### config.mk
export PLATFORM = sky130hd
export DESIGN_NAME = key_pulse
export DESIGN_NICKNAME = d
export VERILOG_FILES = /design/src/rtl/key_pulse.sv
export SDC_FILE = /design/constraint.sdc
export NUM_CORES = 1
export LEC_CHECK = 0
export ABC_AREA = 0
export CORE_ASPECT_RATIO = 0.5
export CORE_UTILIZATION = 55
export DETAILED_ROUTE_END_ITERATION = 10
export PLACE_DENSITY = 0.84
export SETUP_SLACK_MARGIN = 0.4
export SYNTH_ARGS = -nofsm -noshare
export SYNTH_HDL_FRONTEND = slang
export SYNTH_SLANG_ARGS = --single-unit
### constraint.sdc
create_clock -name clk -period 3.15 [get_ports clk]
set_clock_uncertainty 0.15 [all_clocks]
set_input_delay 0.315 -clock clk [delete_from_list [all_inputs] [get_ports clk]]
set_output_delay 0.315 -clock clk [all_outputs]
set_load 0.05 [all_outputs]
### src/rtl/key_pulse.sv
// key_pulse: button front-end for the mode/confirm keys.
//
// Each raw button is synchronised (2 flops), debounced with its own counter and rise-detected.
// A rise sets a per-button pending bit; a fixed-priority arbiter (up > left > right > confirm)
// drains one pending bit per cycle onto a registered single-cycle pulse, so at most one
// command pulse is ever high.
//
// Optional feature: define KEY_REPEAT_EN to build auto-repeat on left/right. Without it the
// REPEAT_* parameters are only range-checked.
//
// Ports:
//   clk, rst             clock, asynchronous active-high reset
//   btn_*_i              raw asynchronous buttons, active-high
//   up_o .. confirm_o    one-cycle command pulses, mutually exclusive
//   key_level_o          debounced levels {up, left, right, confirm}
module key_pulse #(
  parameter int unsigned DEBOUNCE_CYCLES = 1_000_000,
  parameter int unsigned CNT_W           = 20,
  parameter int unsigned REPEAT_DELAY    = 50_000_000,
  parameter int unsigned REPEAT_PERIOD   = 10_000_000,
  parameter int unsigned REP_W           = 26
) (
  input  logic       clk,
  input  logic       rst,
  input  logic       btn_up_i,
  input  logic       btn_left_i,
  input  logic       btn_right_i,
  input  logic       btn_confirm_i,
  output logic       up_o,
  output logic       left_o,
  output logic       right_o,
  output logic       confirm_o,
  output logic [3:0] key_level_o
);

  // Elaboration-time parameter sanity check.
  if (DEBOUNCE_CYCLES < 1 || REPEAT_DELAY < 1 || REPEAT_PERIOD < 1 ||
      (64'd1 << CNT_W) <= 64'(DEBOUNCE_CYCLES) ||
      (64'd1 << REP_W) <= 64'(REPEAT_DELAY) ||
      (64'd1 << REP_W) <= 64'(REPEAT_PERIOD)) begin : g_bad_params
    $error("key_pulse: illegal parameter combination");
  end

  localparam logic [CNT_W-1:0] CntLast = CNT_W'(DEBOUNCE_CYCLES - 1);

  // Bit order everywhere: [3]=up, [2]=left, [1]=right, [0]=confirm.
  logic [3:0] raw;
  logic [3:0] sync_a, sync_b;
  logic [3:0] stable_q, stable_d;
  logic [3:0] pending_q, pending_d;
  logic [3:0] pulse_q;
  logic [3:0] press;
  logic [3:0] rep_evt;
  logic [3:0] grant;
  logic [CNT_W-1:0] cnt_q [4];
  logic [CNT_W-1:0] cnt_d [4];

  assign raw = {btn_up_i, btn_left_i, btn_right_i, btn_confirm_i};

  // Debounce: the level flips only after DEBOUNCE_CYCLES consecutive differing samples.
  always_comb begin
    stable_d = stable_q;
    press    = '0;
    for (int i = 0; i < 4; i++) begin
      cnt_d[i] = '0;
      if (sync_b[i] != stable_q[i]) begin
        if (cnt_q[i] == CntLast) begin
          stable_d[i] = sync_b[i];
          press[i]    = sync_b[i];
        end else begin
          cnt_d[i] = cnt_q[i] + 1'b1;
        end
      end
    end
  end

`ifdef KEY_REPEAT_EN
  localparam logic [REP_W-1:0] RepDelayLast  = REP_W'(REPEAT_DELAY - 1);
  localparam logic [REP_W-1:0] RepPeriodLast = REP_W'(REPEAT_PERIOD - 1);

  // Index 0 serves right (bit 1), index 1 serves left (bit 2).
  logic [REP_W-1:0] rep_cnt_q [2];
  logic [REP_W-1:0] rep_cnt_d [2];
  logic [1:0]       rep_run_q, rep_run_d;

  // Counter runs only while the key is held and stays held; the press edge itself and the
  // falling edge both leave it cleared, so the first repeat lands REPEAT_DELAY after the press.
  always_comb begin
    rep_evt = '0;
    for (int j = 0; j < 2; j++) begin
      rep_cnt_d[j] = '0;
      rep_run_d[j] = 1'b0;
      if (stable_q[j+1] && stable_d[j+1]) begin
        rep_run_d[j] = rep_run_q[j];
        rep_cnt_d[j] = rep_cnt_q[j] + 1'b1;
        if ((!rep_run_q[j] && rep_cnt_q[j] == RepDelayLast) ||
            (rep_run_q[j] && rep_cnt_q[j] == RepPeriodLast)) begin
          rep_evt[j+1] = 1'b1;
          rep_cnt_d[j] = '0;
          rep_run_d[j] = 1'b1;
        end
      end
    end
  end

  always_ff @(posedge clk or posedge rst) begin
    if (rst) begin
      rep_run_q <= '0;
      for (int j = 0; j < 2; j++) rep_cnt_q[j] <= '0;
    end else begin
      rep_run_q <= rep_run_d;
      for (int j = 0; j < 2; j++) rep_cnt_q[j] <= rep_cnt_d[j];
    end
  end
`else
  assign rep_evt = '0;
`endif

  // Fixed-priority grant; a new event on the granted bit in the same cycle re-arms it.
  always_comb begin
    grant = '0;
    if (pending_q[3])      grant = 4'b1000;
    else if (pending_q[2]) grant = 4'b0100;
    else if (pending_q[1]) grant = 4'b0010;
    else if (pending_q[0]) grant = 4'b0001;
    pending_d = (pending_q & ~grant) | press | rep_evt;
  end

  always_ff @(posedge clk or posedge rst) begin
    if (rst) begin
      sync_a    <= '0;
      sync_b    <= '0;
      stable_q  <= '0;
      pending_q <= '0;
      pulse_q   <= '0;
      for (int i = 0; i < 4; i++) cnt_q[i] <= '0;
    end else begin
      sync_a    <= raw;
      sync_b    <= sync_a;
      stable_q  <= stable_d;
      pending_q <= pending_d;
      pulse_q   <= grant;
      for (int i = 0; i < 4; i++) cnt_q[i] <= cnt_d[i];
    end
  end

  assign up_o        = pulse_q[3];
  assign left_o      = pulse_q[2];
  assign right_o     = pulse_q[1];
  assign confirm_o   = pulse_q[0];
  assign key_level_o = stable_q;

endmodule

==> results.ini <==
[route]
firstDrtPassIters=5
drt-vias-per-instance=5.855
drc=0
drt.antenna.violating_nets=0
wl_um=8654
drt-initial-drc-count=327
via_count=3472
wl_per_cell_um=14.59

[worst_setup_path]
startpoint_type=register
cp_top_family=simple AND/OR/NAND/NOR gates
crit_fanout=12
crit_type=register to register
reg2reg_setup_slack_ns=0.71
path_cells=nand3_1 -> or4b_2 -> o31ai_2 -> buf_4 -> a21oi_1
critPathBufInv=1
cpPeakStageDelay_ns=0.66
end_kind=register
cpMaxStageDelayCell=or4b_2
reg2reg_depth=5
reg2reg_from=cnt_q[16]
r2r_end=cnt_q[19]
arrival_ns=2.51
required_ns=3.22

[logic_synthesis]
synth-edff-count=0
async_flop_share_pct=100.0
yosys.area.top_type=dfrtp_1
ys_seq_elements=100
synth_top_area_share_pct=53.53
muxShareOfSynthArea_pct=0.9636
synth_xor_area_share_pct=10.31
syn-instance-count=458
yosys-top-cells-area=dfrtp_1 (54%), xnor2_1 (6.4%), nor2_1 (5.1%), xor2_1 (3.9%), nand3_1 (3.1%)
synth-simple-area-share_pct=24.57
synth_compound_area_share_pct=6.879
synthAdderAreaFrac_pct=1.071
ys_seq_area_share_pct=53.53
yosysUniqueCellTypes=43
avgSynthCellArea_um2=10.21
synth_ff_type=dfrtp_1
yosys_warnings=0
syn_nets=468
synth_top_family_by_area=simple AND/OR/NAND/NOR gates
syn_area_mm2=0.004674

[min_path]
hold_path_class=register to register
hold_depth=0
min_from=sync_a[3]
hold_path_end=sync_b[3]

[clocking]
post_cts_resized=0
cts-root-buf=clkbuf_16
cts_max_level=3
cts_buffers=9
cts_tree=yes
clockBufferDepth=2
clk_pin_slew_ns=0.07
hold_buffers=0
numClockSinks=100
postCtsSetupBuffers=0
clk_latency_ns=0.35

[place]
dp_hpwl_um=5781
portBuffers=13
place.gp.congestion=0.8197
placed_cell_area_mm2=0.004970

[grt]
grt_pass1_wl_um=15370
grt_pass1_vias=3391
grt_usage_pct=22.21
grt_start_max_net_pins=67
grt_antenna_before_repair=0
overflow=0

[die]
dieArea_mm2=0.008894
die_h_um=67.19
die_x_um=132.4
start_util_pct=57.60
coreArea_mm2=0.008115
rows=23
ios=14

[sta]
setup_tns_ns=0
timing.final.crit_share_pct=77.58
final_max_slew_viol_count=0
worst_slew_pin_slew_ns=0.6689
slew_headroom_pct=55.14
setup_violations=0
rsz0062_at_grt=false
min_period_ns=2.444
fmax_mhz=409.2
hold_viol_final=0

[power_and_ir_drop]
p_leak_nw=2.113
ir_drop_v=0.0003133
power_frac_seq_pct=52.5
clock_power_share_pct=44.1
p_sw_share_pct=22.11
p_int_mw=1.956
power_frac_comb_pct=3.4
power_density_mw_per_mm2=476.6
switchingPower_mw=0.5554

[run]
drv_cap=0

[cells_and_area]
fill_cells=622
finish.instance_area_mm2=0.005270
drive_gt1_share_pct=8.316
area.growth.synth_to_final_pct=12.74
fin_nets=486
regArea_mm2=0.002502
diodes=0
multiInputGateArea_mm2=0.002052

[run_status]
status=complete, no violations

==> cells by family (layout without fill, tap and decap cells) <==
group | after synthesis | after routing
compound gates | 50 | 50
xor+xnor | 55 | 55
fa+ha+maj | 4 | 4
buf+inv | 31 | 54
flops | 100 | 100
mux | 4 | 4
simple gates | 214 | 214
==> layout by cell type, fill, tap and decap left out, types with 12 or more instances in the layout <==
master / instances
dfrtp_1: 100
nor2_1: 63
xnor2_1: 34
nand3_1: 29
xor2_1: 21
nand4_1: 20
a21oi_1: 20
nand2_1: 19
inv_1: 18
nor4_1: 14
or4_1: 13
o21ai_0: 13
clkdlybuf4s50_1: 13
nor3_1: 12
==> synth_stat cells, types with 2 or more instances <==
master and count:
nand3_1 29, xor2_1 21, nand2_1 19, xnor2_1 34, nand4_1 20, and3b_1 2, mux2_2 4, dfrtp_1 100
or4_1 13, clkbuf_1 5, and3_1 9, nor4b_1 4, nor2_1 63, and2_1 3, nor4_1 14, or3_1 9
o21ai_0 14, o31ai_1 10, inv_1 19, or3_2 3, buf_2 7, ha_1 4, or4b_2 2, a21oi_1 20
nor3_1 12
==> routing by layer <==
metal | track usage, % | wire length [um] | vias up
met5 | 0 | 0 | -
met4 | 8.333 | 106 | 0
met3 | 5.706 | 392 | 10
met2 | 37.17 | 4121 | 87
met1 | 28.56 | 4034 | 1707
li1 | - | - | 1668
==> through the flow <==
step / utilization [%] / hold slack [ns] / std cells / setup WS (ns) / power (mW)
2_1_floorplan: - / 0.1812 / 458 / 1.016 / 1.394
3_3_place_gp: 61.24 / 0.1835 / 577 / 0.7980 / 1.425
3_5_place_dp: 61.24 / 0.1847 / 577 / 0.7632 / 1.427
4_1_cts: 64.94 / 0.2005 / 593 / 0.7189 / 2.539
5_1_grt: 64.94 / 0.2057 / 593 / 0.5863 / 2.613
6_report: 64.94 / 0.1993 / 593 / 0.7061 / 2.512
==> flip-flops by register name, summed over array words and instances, names as in the netlist <==
signal       cells
pending_q        4
sync_b           4
sync_a           4
key_level_o      4
cnt_q           80
pulse_q          4
==> worst max-delay path by stage <==
stage	from	end	slack (ns)	cells after the start
after global placement	cnt_q[16]	cnt_q[15]	0.80	5
final	cnt_q[16]	cnt_q[19]	0.71	5
after CTS	cnt_q[40]	cnt_q[58]	0.72	5
after global routing	cnt_q[40]	cnt_q[58]	0.59	5
after detailed placement	cnt_q[16]	cnt_q[19]	0.76	5
after floorplan	cnt_q[20]	cnt_q[38]	1.02	6
==> power groups by stage <==
stage / clock, mW / combinational, mW / sequential, mW
after floorplan: 0 / 0.0554 / 1.34
after global placement: 0 / 0.0833 / 1.34
after detailed placement: 0 / 0.0850 / 1.34
after CTS: 1.13 / 0.0871 / 1.32
after global routing: 1.20 / 0.0971 / 1.32
final: 1.11 / 0.0845 / 1.32
==> final cells by class <==
type                            instances  share of cell area (%)
Clock buffer                           10                   4.345
Clock inverter                          6                   1.353
Inverter                               19                   1.425
Multi-Input combinational cell        327                   38.94
Sequential cell                       100                   47.48
Tap cell                              112                   2.659
Timing Repair Buffer                   19                   3.799
==> worst register-to-register path, delay by kind of cell, from the launching register on <==
kind | cells | cell delay, ns
compound gates | 2 | 0.65
buf+inv | 1 | 0.31
flops | 1 | 0.42
simple gates | 2 | 0.79
Note: power is estimated with default switching activity, not from simulation.
